## config.mk

```make
export PLATFORM = sky130hd
export DESIGN_NAME = lif_spike_rate_decoder_flat
export DESIGN_NICKNAME = d
export VERILOG_FILES = /design/src/rtl/lif_pkg.sv /design/src/rtl/lif_spike_rate_decoder_if.sv /design/src/rtl/lif_sat_counter.sv /design/src/rtl/lif_spike_rate_decoder.sv /design/src/flat_wrapper.sv
export SDC_FILE = /design/constraint.sdc
export NUM_CORES = 1
export LEC_CHECK = 0
export ABC_AREA = 1
export BUFFER_PORTS_ARGS = -buffer_cell sky130_fd_sc_hd__buf_2
export CAP_MARGIN = 15
export CORE_MARGIN = 2
export CORE_UTILIZATION = 61
export CTS_CLUSTER_SIZE = 8
export DETAILED_ROUTE_END_ITERATION = 16
export GPL_ROUTABILITY_DRIVEN = 0
export PLACE_DENSITY_LB_ADDON = 0.3
export SLEW_MARGIN = 15
export SYNTH_ARGS = -nofsm -noshare
export SYNTH_HDL_FRONTEND = slang
export SYNTH_HIERARCHICAL = 1
export SYNTH_SLANG_ARGS = --single-unit
```

## constraint.sdc

```tcl
create_clock -name clk -period 2.55 [get_ports clk]
set_input_delay 0.51 -clock clk [delete_from_list [all_inputs] [get_ports clk]]
set_output_delay 0.51 -clock clk [all_outputs]
set_load 0.01 [all_outputs]
```

## src/rtl/lif_pkg.sv

```systemverilog
// Shared types and default widths for the LIF spike-rate readout path.
// Holds the window FSM state encoding and the window result bundle.
package lif_pkg;

    localparam int LIF_CNT_W = 8;
    localparam int LIF_WIN_W = 16;

    typedef enum logic {
        IDLE = 1'b0,
        RUN  = 1'b1
    } lif_state_e;

    typedef struct packed {
        logic [LIF_CNT_W-1:0] count;
        logic                 sat;
        logic [LIF_WIN_W-1:0] isi;
    } lif_res_t;

endpackage

```

## src/rtl/lif_spike_rate_decoder_if.sv

```systemverilog
// Valid/ready result port of the spike-rate decoder.
// master drives res_valid/res_count/res_sat/res_isi; slave drives res_ready.
interface lif_spike_rate_decoder_if
    import lif_pkg::*;
#(
    parameter int CNT_W = LIF_CNT_W,
    parameter int WIN_W = LIF_WIN_W
) ();

    logic             res_valid;
    logic             res_ready;
    logic [CNT_W-1:0] res_count;
    logic             res_sat;
    logic [WIN_W-1:0] res_isi;

    modport master (
        output res_valid,
        output res_count,
        output res_sat,
        output res_isi,
        input  res_ready
    );

    modport slave (
        input  res_valid,
        input  res_count,
        input  res_sat,
        input  res_isi,
        output res_ready
    );

endinterface

```

## src/rtl/lif_sat_counter.sv

```systemverilog
// Saturating up-counter: clr has priority, inc is ignored at all-ones.
// Ports: clk, clr, inc in; q count, at_max high when q is all-ones.
module lif_sat_counter #(
    parameter int W = 8
) (
    input  logic         clk,
    input  logic         clr,
    input  logic         inc,
    output logic [W-1:0] q,
    output logic         at_max
);

    assign at_max = &q;

    always_ff @(posedge clk) begin
        if (clr) begin
            q <= '0;
        end else if (inc && !at_max) begin
            q <= q + W'(1);
        end
    end

endmodule

```

## src/rtl/lif_spike_rate_decoder.sv

```systemverilog
// Counts neuron spikes over back-to-back windows and measures the last ISI.
// Ports: clk, rst_n (sync, low), enable, spike_in, window_len in;
// res (master: valid/ready result), overrun pulse, busy (window running).
module lif_spike_rate_decoder
    import lif_pkg::*;
#(
    parameter int CNT_W = LIF_CNT_W,
    parameter int WIN_W = LIF_WIN_W
) (
    input  logic                     clk,
    input  logic                     rst_n,
    input  logic                     enable,
    input  logic                     spike_in,
    input  logic [WIN_W-1:0]         window_len,
    lif_spike_rate_decoder_if.master res,
    output logic                     overrun,
    output logic                     busy
);

    lif_state_e       state_q;
    lif_state_e       state_d;
    logic [WIN_W-1:0] win_len_q;
    logic [WIN_W-1:0] win_cnt_q;
    logic [WIN_W-1:0] isi_q;
    logic             seen_q;
    logic             sat_q;

    logic [CNT_W-1:0] acc;
    logic             acc_max;
    logic [WIN_W-1:0] isi_tmr;
    logic             tmr_max;

    logic             start;
    logic             run;
    logic             wend;
    logic             load;
    logic             drop;
    logic             clr_win;

    logic [CNT_W-1:0] cnt_fin;
    logic             sat_fin;
    logic [WIN_W-1:0] isi_step;
    logic [WIN_W-1:0] isi_fin;

    logic             valid_q;
    logic [CNT_W-1:0] count_q;
    logic             rsat_q;
    logic [WIN_W-1:0] risi_q;
    logic             overrun_q;

    always_comb begin
        state_d = state_q;
        start   = 1'b0;
        run     = 1'b0;
        wend    = 1'b0;
        unique case (state_q)
            IDLE: begin
                if (enable) begin
                    state_d = RUN;
                    start   = 1'b1;
                end
            end
            RUN: begin
                if (!enable) begin
                    state_d = IDLE;
                end else begin
                    run  = 1'b1;
                    wend = (win_cnt_q == win_len_q - WIN_W'(1));
                end
            end
        endcase
    end

    // A pending result can be replaced in the same cycle it is accepted.
    assign load    = wend && (!valid_q || res.res_ready);
    assign drop    = wend && !load;
    assign clr_win = !rst_n || start || wend;

    lif_sat_counter #(.W(CNT_W)) u_acc (
        .clk    (clk),
        .clr    (clr_win),
        .inc    (run && spike_in),
        .q      (acc),
        .at_max (acc_max)
    );

    // A spike restarts the interval timer.
    lif_sat_counter #(.W(WIN_W)) u_isi_tmr (
        .clk    (clk),
        .clr    (clr_win || (run && spike_in)),
        .inc    (run),
        .q      (isi_tmr),
        .at_max (tmr_max)
    );

    // Window-end result folds in the spike of the final cycle.
    assign cnt_fin  = acc + CNT_W'(spike_in && !acc_max);
    assign sat_fin  = sat_q || (spike_in && acc_max);
    assign isi_step = tmr_max ? '1 : isi_tmr + WIN_W'(1);
    assign isi_fin  = (spike_in && seen_q) ? isi_step : isi_q;

    always_ff @(posedge clk) begin
        if (!rst_n) begin
            state_q   <= IDLE;
            win_len_q <= '0;
            win_cnt_q <= '0;
            isi_q     <= '0;
            seen_q    <= 1'b0;
            sat_q     <= 1'b0;
        end else begin
            state_q <= state_d;
            if (start || wend) begin
                win_len_q <= (window_len == '0) ? WIN_W'(1) : window_len;
                win_cnt_q <= '0;
                isi_q     <= '0;
                seen_q    <= 1'b0;
                sat_q     <= 1'b0;
            end else if (run) begin
                win_cnt_q <= win_cnt_q + WIN_W'(1);
                if (spike_in) begin
                    seen_q <= 1'b1;
                    if (seen_q) begin
                        isi_q <= isi_step;
                    end
                    if (acc_max) begin
                        sat_q <= 1'b1;
                    end
                end
            end
        end
    end

    always_ff @(posedge clk) begin
        if (!rst_n) begin
            valid_q   <= 1'b0;
            count_q   <= '0;
            rsat_q    <= 1'b0;
            risi_q    <= '0;
            overrun_q <= 1'b0;
        end else begin
            overrun_q <= drop;
            if (load) begin
                valid_q <= 1'b1;
                count_q <= cnt_fin;
                rsat_q  <= sat_fin;
                risi_q  <= isi_fin;
            end else if (valid_q && res.res_ready) begin
                valid_q <= 1'b0;
            end
        end
    end

    assign res.res_valid = valid_q;
    assign res.res_count = count_q;
    assign res.res_sat   = rsat_q;
    assign res.res_isi   = risi_q;
    assign overrun       = overrun_q;
    assign busy          = (state_q == RUN);

endmodule

```

## src/flat_wrapper.sv

```systemverilog
// flat-port wrapper written by rule: the top's interface ports become plain ports
module lif_spike_rate_decoder_flat import lif_pkg::*;
#(
    parameter int CNT_W = LIF_CNT_W,
    parameter int WIN_W = LIF_WIN_W
)
  (clk, rst_n, enable, spike_in, window_len, overrun, busy, res_res_valid, res_res_count, res_res_sat, res_res_isi, res_res_ready);
  lif_spike_rate_decoder_if #(.CNT_W(CNT_W), .WIN_W(WIN_W)) res_i ();
  input  logic clk;
  input  logic rst_n;
  input  logic enable;
  input  logic spike_in;
  input  logic [WIN_W-1:0] window_len;
  output logic overrun;
  output logic busy;
  output wire logic [$bits(res_i.res_valid)-1:0] res_res_valid;
  output wire logic [$bits(res_i.res_count)-1:0] res_res_count;
  output wire logic [$bits(res_i.res_sat)-1:0] res_res_sat;
  output wire logic [$bits(res_i.res_isi)-1:0] res_res_isi;
  input wire logic [$bits(res_i.res_ready)-1:0] res_res_ready;
  assign res_res_valid = res_i.res_valid;
  assign res_res_count = res_i.res_count;
  assign res_res_sat = res_i.res_sat;
  assign res_res_isi = res_i.res_isi;
  assign res_i.res_ready = res_res_ready;
  lif_spike_rate_decoder #(.CNT_W(CNT_W), .WIN_W(WIN_W)) u_core (.clk(clk), .rst_n(rst_n), .enable(enable), .spike_in(spike_in), .window_len(window_len), .res(res_i), .overrun(overrun), .busy(busy));
endmodule
```

==> results.toml <==
[die]
coreArea_mm2 = 0.00977
initial_core_util_pct = 62.9
fp.dieH_um = 104
rows = 36
boundaryPins = 49
chipWidth_um = 104
die_area_mm2 = 0.0109

[power]
seq_power_share_pct = 51.9
leakage_nw = 3.18
power_density_mw_per_mm2 = 464
pwr-share-clk_pct = 35.9
peakVddDrop_mv = 0.499
p_sw_w = 0.000905
intPower_w = 0.00226
power_w = 0.00316
combPwrFrac_pct = 12.3
netSwitchingFraction_pct = 28.6

[min_path]
worstHoldPathType = "input pin to register"

[sta]
skew_ns = 0.0167
final_hold_viol_count = 0
slew_viol_final = 0
relSlewSlack_pct = 63.0
worstMarginPinSlew_ns = 0.554
post-route-period-util_pct = 91.3
rsz0062_at_grt = "no"
max_freq_ghz = 0.429
setup_ws_ns = 0.221
tns_ns = 0
period_needed_ns = 2.33
setup_viol = 0

[cts]
root_buffer = "clkbuf_8"
path_clk_slew_ns = 0.11
clockBufferDepth = 2
htree_levels = 3
cts_tree = "done"
clock_latency_ns = 0.39
cts_hold_buf = 0
cts_made_buffers = 9
clock_sinks = 102

[routing]
drt-initial-drc-count = 378
routed_wl_um = 15000
routed_via_density = 5.29
ant_nets = 0
dr.pass1.iters = 5
dr_total_vias = 6197
wl_per_cell_um = 12.8
drc = 0

[final_layout]
finalNonFillerCells = 1171
layout.nets = 1061
antenna_cells = 0
drive_above_1_share_pct = 12.2
area_growth_syn_to_layout_pct = 10.8
nFillCells = 877

[yosys]
yosys_warnings = 6
synthArstFlopShare_pct = 0
syn_avg_cell_area_um2 = 6.29
ys.flop_type = "dfxtp_1"
synth_edf_count = 0
ys_types = 39
syn_area_mm2 = 0.00615
ys_ff_latch = 102
synthesis.instances = 978
ys_seq_area_share_pct = 33.2
syn_nets = 1006

[run]
drv_cap = 0

[global_routing]
antenna_found_initial = 0
grt_pass1_vias = 5634
gr-total-overflow = 0
grtUsageTotal_pct = 27.4
grt_pass1_wl_um = 24900
grt_start_max_net_pins = 35

[critical_path]
crit_arrival_ns = 2.62
worstPathMaxFanout = 16
end_kind = "register"
startpoint_type = "register"
worstPathRequired_ns = 2.84
worstSetupPathType = "register to register"

[placed_design]
dp_hpwl_um = 10700
portBuffers = 48
pre_cts_ws_ns = 0.106
dp.cells = 1151

[outcome]
status = "completed"
[through the flow]
| step | hold slack [ns] | util, % | area, µm² |
|---|---|---|---|
| 2_1_floorplan | 0.426 | - | 6150 |
| 3_3_place_gp | 0.442 | 66.9 | 6540 |
| 3_5_place_dp | 0.453 | 66.9 | 6540 |
| 4_1_cts | 0.330 | 69.2 | 6760 |
| 5_1_grt | 0.346 | 69.7 | 6810 |
| 6_report | 0.342 | 69.7 | 6810 |
[repair_timing]
action / CTS / global route
endpoints found under the setup margin: 0 / 53
setup buffers: 0 / 2
resized for setup: 0 / 3
hold endpoints to repair: 0 / 0
[synthesized netlist by cell type (3+ instances only)]
| cell | n | area, µm² |
|---|---|---|
| nand3_2 | 3 | 30.0 |
| ha_1 | 7 | 87.6 |
| nand3b_1 | 11 | 82.6 |
| nor2_1 | 176 | 661 |
| nand4_1 | 31 | 194 |
| nand2_2 | 7 | 43.8 |
| clkbuf_1 | 11 | 41.3 |
| or2_2 | 6 | 37.5 |
| dfxtp_1 | 102 | 2040 |
| nor4_1 | 6 | 37.5 |
| nor2_4 | 12 | 135 |
| o22ai_1 | 4 | 25.0 |
| o21ai_0 | 25 | 125 |
| inv_1 | 120 | 450 |
| nor3_1 | 8 | 40.0 |
| buf_1 | 3 | 11.3 |
| nand3_1 | 73 | 365 |
| buf_6 | 8 | 90.1 |
| nand2_1 | 275 | 1030 |
| xnor2_1 | 4 | 35.0 |
| buf_2 | 3 | 15.0 |
| nor2_2 | 3 | 18.8 |
| xor2_1 | 21 | 184 |
| a21oi_1 | 40 | 200 |
[cell type report]
cell class	count	area, µm²	share of cell area, %
clock buffer	10	138	2.02
clock inverter	6	86.3	1.27
inverter	123	462	6.78
multi-input combinational	727	3500	51.4
sequential	102	2040	30.0
tap	133	166	2.44
timing repair buffer	70	418	6.14
[final timing paths]
| path | to | from | slack (ns) | depth (start not counted) |
|---|---|---|---|---|
| max | u_core/res.res_count[1] | u_core/win_len_q[0] | 0.22 | 13 |
| min | u_core/busy | enable | 0.34 | 3 |
| max reg2reg | u_core/res.res_count[1] | u_core/win_len_q[0] | 0.22 | 13 |
| min reg2reg | u_core/seen_q | u_core/seen_q | 0.47 | 2 |
[state kept, by name, indices dropped and copies added, names as in the netlist]
name,cells
u_core/busy,1
u_core/isi_q,16
u_core/overrun,1
u_core/res.res_count,8
u_core/res.res_isi,16
u_core/res.res_sat,1
u_core/res.res_valid,1
u_core/sat_q,1
u_core/seen_q,1
u_core/u_acc/q,8
u_core/u_isi_tmr/q,16
u_core/win_cnt_q,16
u_core/win_len_q,16
[worst max-delay path, stage by stage, from the launching register on]
cell,delay (ns)
dfxtp_1,0.39
inv_2,0.07
ha_2,0.32
nor2_1,0.04
nor2_1,0.09
nand3b_1,0.10
nor2_1,0.11
nand2_1,0.06
nor2_1,0.15
nand2_1,0.11
nor2_4,0.28
nand3_4,0.27
nor2_1,0.19
nor2_1,0.06
[per-layer routing]
metal / up-vias / global-route usage (%) / wire length (µm)
met5: - / 0 / 0
met4: 0 / 9.27 / 252
met3: 23 / 5.26 / 883
met2: 180 / 47.6 / 7180
met1: 2799 / 34.0 / 6650
li1: 3195 / - / -
[placed cells by master (no fill, tap or decap), drive strengths merged]
| master | Yosys | layout |
|---|---|---|
| a21boi | 2 | 2 |
| a21oi | 40 | 40 |
| a22oi | 1 | 1 |
| a31oi | 1 | 1 |
| a41o | 1 | 1 |
| buf | 16 | 70 |
| bufinv | 0 | 1 |
| clkbuf | 12 | 10 |
| clkinv | 1 | 2 |
| dfxtp | 102 | 102 |
| ha | 7 | 7 |
| inv | 122 | 126 |
| nand2 | 282 | 282 |
| nand3 | 78 | 80 |
| nand3b | 11 | 11 |
| nand4 | 32 | 32 |
| nor2 | 191 | 191 |
| nor3 | 8 | 8 |
| nor4 | 6 | 6 |
| o211ai | 1 | 1 |
| o21a | 1 | 1 |
| o21ai | 27 | 27 |
| o21bai | 1 | 1 |
| o22ai | 4 | 4 |
| or2 | 6 | 6 |
| xnor2 | 4 | 4 |
| xor2 | 21 | 21 |
[power by group through the flow]
stage / logic, W / clock network [W] / registers [W]
after floorplan: 0.000285 / 0 / 0.00167
after global routing: 0.000437 / 0.00121 / 0.00164
after CTS: 0.000374 / 0.00116 / 0.00164
after global placement: 0.000367 / 0 / 0.00167
after detailed placement: 0.000371 / 0 / 0.00167
final: 0.000388 / 0.00113 / 0.00164
[logic make-up after synthesis]
family	share of synthesized area [%]
simple gates	44.5
buf+inv	10.4
flops	33.2
compound gates	6.92
xor+xnor	3.56
fa+ha+maj	1.42
Note: power is estimated with default switching activity, not from simulation.
